===== src/rtl/matmul_pkg.sv =====
// Shared types and sizing helpers for the matrix-multiply operand loader.
package matmul_pkg;

    typedef enum logic [1:0] {
        LOAD_A  = 2'd0,
        LOAD_B  = 2'd1,
        START   = 2'd2,
        RELEASE = 2'd3
    } loader_state_t;

    localparam int MM_N        = 4;
    localparam int TOT_ELEMS   = MM_N * MM_N;
    localparam int FRAME_ELEMS = 2 * MM_N * MM_N;
    localparam int ELEM_IDX_W  = $clog2(TOT_ELEMS);

    function automatic int tot_elems(input int n);
        return n * n;
    endfunction

    function automatic int frame_elems(input int n);
        return 2 * n * n;
    endfunction

    // Width of the flat per-matrix element index; never below 1 bit.
    function automatic int elem_idx_w(input int n);
        return (n * n > 1) ? $clog2(n * n) : 1;
    endfunction

endpackage


===== src/rtl/matmul_operand_loader.sv =====
// Loads a row-major A-then-B element stream into stable register arrays and
// drives the engine's level start/done handshake, one loader per engine.
module matmul_operand_loader
    import matmul_pkg::*;
#(
    parameter int N      = 4,
    parameter int DATA_W = 32,
    parameter int JOB_W  = 16
) (
    input  logic                              clk,
    input  logic                              rst_n,
    input  logic                              in_valid,
    output logic                              in_ready,
    input  logic [DATA_W-1:0]                 in_data,
    input  logic                              in_last,
    output logic [N-1:0][N-1:0][DATA_W-1:0]   A_out,
    output logic [N-1:0][N-1:0][DATA_W-1:0]   B_out,
    output logic                              mm_start,
    input  logic                              mm_done,
    output logic                              busy,
    output logic                              frame_err,
    output logic [JOB_W-1:0]                  job_count,
    output loader_state_t                     dbg_state
);

    localparam int IDX_W = elem_idx_w(N);
    localparam logic [IDX_W-1:0] LAST_IDX = IDX_W'(tot_elems(N) - 1);

    // Handshake: an element transfers on a rising clk edge where in_valid and
    // in_ready are both high; the upstream must hold in_data/in_last stable
    // while in_valid is high and in_ready is low.

    loader_state_t                     state_q;
    logic [IDX_W-1:0]                  cnt_q;
    logic [N-1:0][N-1:0][DATA_W-1:0]   a_q;
    logic [N-1:0][N-1:0][DATA_W-1:0]   b_q;
    logic                              mm_start_q;
    logic                              frame_err_q;
    logic [JOB_W-1:0]                  job_q;

    logic accept;
    logic last_of_matrix;
    logic final_elem;

    assign in_ready       = (state_q == LOAD_A) || (state_q == LOAD_B);
    assign accept         = in_valid && in_ready;
    assign last_of_matrix = (cnt_q == LAST_IDX);
    assign final_elem     = (state_q == LOAD_B) && last_of_matrix;

    always_ff @(posedge clk or negedge rst_n) begin
        if (!rst_n) begin
            state_q     <= LOAD_A;
            cnt_q       <= '0;
            a_q         <= '0;
            b_q         <= '0;
            mm_start_q  <= 1'b0;
            frame_err_q <= 1'b0;
            job_q       <= '0;
        end else begin
            frame_err_q <= 1'b0;
            unique case (state_q)
                LOAD_A, LOAD_B: begin
                    if (accept) begin
                        if (in_last && !final_elem) begin
                            // Early in_last: drop the element and resync to a new frame.
                            frame_err_q <= 1'b1;
                            cnt_q       <= '0;
                            state_q     <= LOAD_A;
                        end else begin
                            for (int r = 0; r < N; r++) begin
                                for (int c = 0; c < N; c++) begin
                                    if (cnt_q == IDX_W'(r * N + c)) begin
                                        if (state_q == LOAD_A) a_q[r][c] <= in_data;
                                        else                   b_q[r][c] <= in_data;
                                    end
                                end
                            end
                            if (last_of_matrix) begin
                                cnt_q <= '0;
                                if (state_q == LOAD_A) begin
                                    state_q <= LOAD_B;
                                end else begin
                                    // Missing in_last on the final element is flagged but still launches.
                                    state_q     <= START;
                                    mm_start_q  <= 1'b1;
                                    frame_err_q <= !in_last;
                                end
                            end else begin
                                cnt_q <= cnt_q + 1'b1;
                            end
                        end
                    end
                end
                START: begin
                    if (mm_done) begin
                        mm_start_q <= 1'b0;
                        job_q      <= job_q + 1'b1;
                        state_q    <= RELEASE;
                    end
                end
                RELEASE: begin
                    if (!mm_done) state_q <= LOAD_A;
                end
                default: state_q <= LOAD_A;
            endcase
        end
    end

    assign A_out     = a_q;
    assign B_out     = b_q;
    assign mm_start  = mm_start_q;
    assign frame_err = frame_err_q;
    assign job_count = job_q;
    assign busy      = (state_q != LOAD_A) || (cnt_q != '0);
    assign dbg_state = state_q;

endmodule


===== config.mk =====
export PLATFORM = sky130hd
export DESIGN_NAME = matmul_operand_loader
export DESIGN_NICKNAME = d
export VERILOG_FILES = /design/src/rtl/matmul_pkg.sv /design/src/rtl/matmul_operand_loader.sv
export SDC_FILE = /design/constraint.sdc
export NUM_CORES = 1
export LEC_CHECK = 0
export BUFFER_PORTS_ARGS = -buffer_cell sky130_fd_sc_hd__buf_2
export CORE_AREA = 2 2 422 424
export DETAILED_ROUTE_END_ITERATION = 7
export DIE_AREA = 0 0 424 426
export PLACE_DENSITY_LB_ADDON = 0.12
export SKIP_CTS_REPAIR_TIMING = 1
export SYNTH_ARGS = -nofsm -noshare
export SYNTH_HDL_FRONTEND = slang
export SYNTH_SLANG_ARGS = --single-unit

===== constraint.sdc =====
create_clock -name clk -period 6.2 [get_ports clk]
set_clock_uncertainty 0.1 [all_clocks]
set_input_delay 0.31 -clock clk [delete_from_list [all_inputs] [get_ports clk]]
set_output_delay 0.31 -clock clk [all_outputs]
set_load 0.01 [all_outputs]

* Word level (Yosys, flattened, before mapping)
Index checks and enable logic that the tools add are counted.
** Word-level totals
- Logic and storage cells :: 135
- Output and inout port bits :: 1046
- Input bits :: 37
- Register bits after elaboration :: 1048
** Cells by class
- Add/sub/neg operators :: 2
- Bitwise logic cells :: 2
- Reduce and logical (&&, ||, !) cells :: 49
- Equality and inequality tests :: 25
- Multiplexer cells :: 20
** Operators by type and width (number)
- 5-bit AND reduction :: 32
- 4-bit equality test (second input constant) :: 8
- 16-bit by 1-bit adder with 16-bit output (second input constant) :: 1
- 4-bit by 3-bit equality test with 1-bit output (second input constant) :: 4
- 2-bit 2-to-1 mux :: 6
- 2-bit != test (second input constant) :: 6
- 1-bit 2-to-1 mux :: 10
- 4-bit by 2-bit equality test with 1-bit output (second input constant) :: 2
- 4-bit 2-to-1 mux :: 2
- 2-bit one-hot mux with 3 select lines :: 1
- 6-bit AND reduction :: 1
- 4-bit by 1-bit adder with 4-bit output (second input constant) :: 1
- 2-bit equality test (second input constant) :: 2
- 4-bit by 1-bit equality test with 1-bit output (second input constant) :: 1
- 4-bit logical NOT :: 1
- 2-bit AND reduction :: 2
- 4-bit AND reduction :: 1
- 2-bit nonzero test :: 2
- 4-bit nonzero test :: 1
- 1-bit logical AND :: 3
- 3-bit != test (second input constant) :: 1
- 2-bit by 1-bit equality test with 1-bit output (second input constant) :: 1
- 1-bit logical NOT :: 2
- 2-bit logical NOT :: 1
- other kinds (4) :: 6

* Longest topological paths before layout
- Depth after elaboration :: 7
- Depth in mapped cells :: 7
- Mapped depth without buffers :: 5

* Least setup slack after synthesis
Ideal clock, no wire load.
- Kind :: reg-to-reg
- From :: register state_q[1] (netlist: dbg_state[1])
- To :: register a_q, in the netlist A_out[459]
- Buffers on the path :: 1
- Stages on the path, launching flop included :: 6
- Data arrival time :: 1.868 ns
- Data required time :: 5.972 ns
- Setup slack :: 4.104 ns
- Clock period less this slack :: 2.096 ns
- Library setup time :: 0.128 ns
- Cell sequence :: dfrtp_1 -> or2_1 -> or3_4 -> nor2_8 -> buf_4 -> mux2_1
** On the way
- Word-level cells in the longest chain between the ends :: 6
- Elaborated cells on any way between the ends :: 10
- Those cells by class :: eq/ne: 1; bitwise: 1; reduce/logical: 8
** RTL lines
- start: declaration :: line matmul_operand_loader.sv:33 : loader_state_t state_q;
- start signal: assignment :: line matmul_operand_loader.sv:52 : state_q <= LOAD_A;
- start signal: assignment :: line matmul_operand_loader.sv:68 : state_q <= LOAD_A;
- start signal: assignment :: line matmul_operand_loader.sv:81 : state_q <= LOAD_B;
- 2-bit by 1-bit equality test with 1-bit output :: line matmul_operand_loader.sv:45, matmul_operand_loader.sv:48, matmul_operand_loader.sv:61
- 1-bit logical AND :: line matmul_operand_loader.sv:48 : assign final_elem = (state_q == LOAD_B) && last_of_matrix;
- 1-bit logical NOT :: line matmul_operand_loader.sv:64 : if (in_last && !final_elem) begin
- 1-bit logical AND :: line matmul_operand_loader.sv:64
- 1-bit inverter (no line)
- 5-bit AND reduction (no line) *
- end signal: indexed assignment :: line matmul_operand_loader.sv:73 : if (state_q == LOAD_A) a_q[r][c] <= in_data;
- end: declaration :: line matmul_operand_loader.sv:35 : logic [N-1:0][N-1:0][DATA_W-1:0] a_q;
Every way passes the cells marked *; elsewhere a longest branch is shown, timed or not.
A chain may end at the register's enable or synchronous reset.

* Final worst setup path
- From :: register state_q[1] (netlist: dbg_state[1])
- To :: register a_q, in the netlist A_out[4]
The elaborated chain is that of the path after synthesis.

==> impl_metrics.env <==
export IMPL_synth_simple_area_share=0.01315
export IMPL_syn_inst=2400
export IMPL_power_density_nw_per_um2=376.7
export IMPL_overflow=0
export IMPL_hold_violations=0
export IMPL_ioPinCount=1083
export IMPL_yosys_area_top_type="dfrtp_1"
export IMPL_grt_max_degree=150
export IMPL_post_synth_top_count_cell="dfrtp_1"
export IMPL_routed_wl_mm=165.5
export IMPL_synth_top_area_share=0.6607
export IMPL_sequentialPowerShare=0.425
export IMPL_cap_violations=0
export IMPL_fillers=18199
export IMPL_ys_warn_count=0
export IMPL_fin_util=0.2950
export IMPL_p_switching_uw=5691
export IMPL_drc=0
export IMPL_startpoint_type="flop"
export IMPL_synth_ff_type="dfrtp_1"
export IMPL_avgRoutedWirePerCell_um=28.11
export IMPL_core_area_sq_um=175700
export IMPL_drt_vias_per_instance=4.175
export IMPL_drive_gt1_frac=0.6551
export IMPL_cts_buffer_depth=3
export IMPL_grt_pass1_vias=25413
export IMPL_avgSynthCellArea_sq_um=16.54
export IMPL_dieArea_sq_um=180600
export IMPL_synth_async_reset_ratio=1.000
export IMPL_rows=154
export IMPL_io_buffers=1082
export IMPL_syn_to_final_growth_pct=30.59
export IMPL_slowest_delay_ns=0.73
export IMPL_dr_first_iter_drc_count=1095
export IMPL_fin_crit_sh=0.4901
export IMPL_synth_edf_count=0
export IMPL_ant_nets=0
export IMPL_combPwrFrac=0.182
export IMPL_final_cell_count_no_fill=5887
export IMPL_synth_compound_area_share=0.002238
export IMPL_crit_path_end_kind="flop"
export IMPL_ir_drop_uv=264.3
export IMPL_path_clk_slew_ns=0.06
export IMPL_slew_violations=0
export IMPL_max_freq_mhz=329.1
export IMPL_slowest_stage="nor4_2"
export IMPL_slew_limit_headroom=0.2438
export IMPL_place_congestion=0.7372
export IMPL_final_setup_tns_ns=0
export IMPL_muxShareOfSynthArea=0.2934
export IMPL_synth_xor_area_frac=0.003310
export IMPL_cts_buffers=131
export IMPL_via_count=24578
export IMPL_hp_class="primary input to async pin"
export IMPL_period_minus_slack_ns=3.038
export IMPL_syn_nets=2442
export IMPL_ys_types=42
export IMPL_critPathArrivalTime_ns=3.58
export IMPL_path_class="flop to flop"
export IMPL_nNetsFinal=3492
export IMPL_required_ns=6.74
export IMPL_grt_pass1_wl_mm=225.0
export IMPL_worst_path_buf_inv=0
export IMPL_cts_sinks=1048
export IMPL_syn_area_sq_um=39690
export IMPL_cp_max_fo=32
export IMPL_crit_chain="or2_1 > nor4_2 > nand2_4 > mux2_2"
export IMPL_hold_ws_ns=0.01937
export IMPL_htree_levels=4
export IMPL_crit_family="simple AND/OR/NAND/NOR gates"
export IMPL_yosys_top_cells_count="dfrtp_1, mux2_2, clkbuf_1"
export IMPL_hpwl_mm=111.3
export IMPL_ys_top_cells_by_area="dfrtp_1, mux2_2, mux2_1"
export IMPL_power_leakage_uw=0.02890
export IMPL_rsz0062_at_grt="no"
export IMPL_track_usage=0.1795
export IMPL_clockPowerShare=0.392
export IMPL_p_int_uw=13840
export IMPL_start_util=0.2259
export IMPL_synth_ff_latch_count=1048
export IMPL_die_w_um=424
export IMPL_place_area_sq_um=47510
export IMPL_synth_top_family_by_area="multiplexers"
export IMPL_antenna_found_initial=3
export IMPL_dr_pass1_iters=6
export IMPL_cts_tree="built"
export IMPL_root_buffer="clkbuf_16"
export IMPL_die_h_um=426
export IMPL_swShare=0.2915
export IMPL_synth_seq_area_share=0.6607
export IMPL_synthAdderAreaFrac=0.001576
export IMPL_status="completed"
export IMPL_clkLatencyLatePin_ns=0.77
export IMPL_fin_area_sq_um=51830
export IMPL_setup_viol=0
export IMPL_worst_pin_slew_ns=1.134
export IMPL_dp_cells=5651
## cell type report
cell class / instances / area [sq um] / area share
diodes: 4 / 10.01 / 0.0001931
clock buffers: 196 / 3866 / 0.07459
clock inverters: 30 / 392.9 / 0.007579
inverters: 4 / 15.01 / 0.0002897
multi-input cells: 1147 / 12610 / 0.2433
flip-flops and latches: 1048 / 26230 / 0.5059
well taps: 2340 / 2928 / 0.05648
repair buffers: 1118 / 5786 / 0.1116
## power groups by stage
stage                     Combinational [uW]  Clock (uW)  Sequential [uW]
after floorplan                         1030           0             8890
after global placement                  3680           0             8380
after detailed placement                3680           0             8410
after CTS                               3690        7940             8300
after global routing                    3800        8220             8430
final                                   3560        7660             8300
## cells by family after synthesis
kind of cell	after synthesis
mux	1025
simple gates	89
flops	1048
xor+xnor	15
buf+inv	205
compound gates	13
fa+ha+maj	5
## state kept, by name (all words and copies together), names as in the netlist
register and flops:
B_out 512, frame_err 1, A_out 512, mm_start 1
cnt_q 4, dbg_state 2, job_count 16
## through the flow
stage,total power (uW),setup WS (ns)
after global routing,20450,2.941
after detailed placement,12100,3.139
after floorplan,9926,4.104
final,19530,3.162
after global placement,12070,3.143
after CTS,19930,3.097
## worst paths after layout
check,slack [ns],from,cells after the start,to
max,3.16,dbg_state[1],4,A_out[4]
max in group asynchronous,4.40,rst_n,3,B_out[313]
min in group clk,0.22,in_data[4],3,B_out[356]
max reg2reg,3.16,dbg_state[1],4,A_out[4]
min,0.02,rst_n,2,A_out[303]
min reg2reg,0.38,A_out[477],1,A_out[477]
## cells in the final DEF (no fill, tap or decap), types with 4 or more instances in the layout
| cell type | instances |
|---|---|
| clkinv_8 | 5 |
| and3_1 | 7 |
| nand3_1 | 6 |
| clkinv_2 | 8 |
| mux2_1 | 47 |
| mux2_2 | 950 |
| buf_2 | 1081 |
| nand2_4 | 15 |
| xor2_1 | 6 |
| nand4_1 | 6 |
| clkbuf_1 | 34 |
| xnor2_1 | 9 |
| diode_2 | 4 |
| clkbuf_8 | 28 |
| nor2_8 | 4 |
| o21ai_0 | 5 |
| bufinv_16 | 6 |
| mux2_4 | 28 |
| inv_1 | 4 |
| nand2_2 | 9 |
| clkinvlp_4 | 4 |
| clkbuf_16 | 134 |
| buf_4 | 24 |
| dlygate4sd3_1 | 6 |
| inv_6 | 6 |
| buf_12 | 6 |
| nor2_1 | 7 |
| nand2_1 | 11 |
| ha_1 | 5 |
| dfrtp_1 | 1048 |
## per-layer routing
layer / up-vias / global-route usage / routed length (um)
met2: 768 / 0.3091 / 83230
met3: 223 / 0.05589 / 11250
met5: - / 0 / 0
li1: 10486 / - / -
met1: 13101 / 0.2074 / 64780
met4: 0 / 0.06898 / 6236
Power figures use the tool's default switching activity.
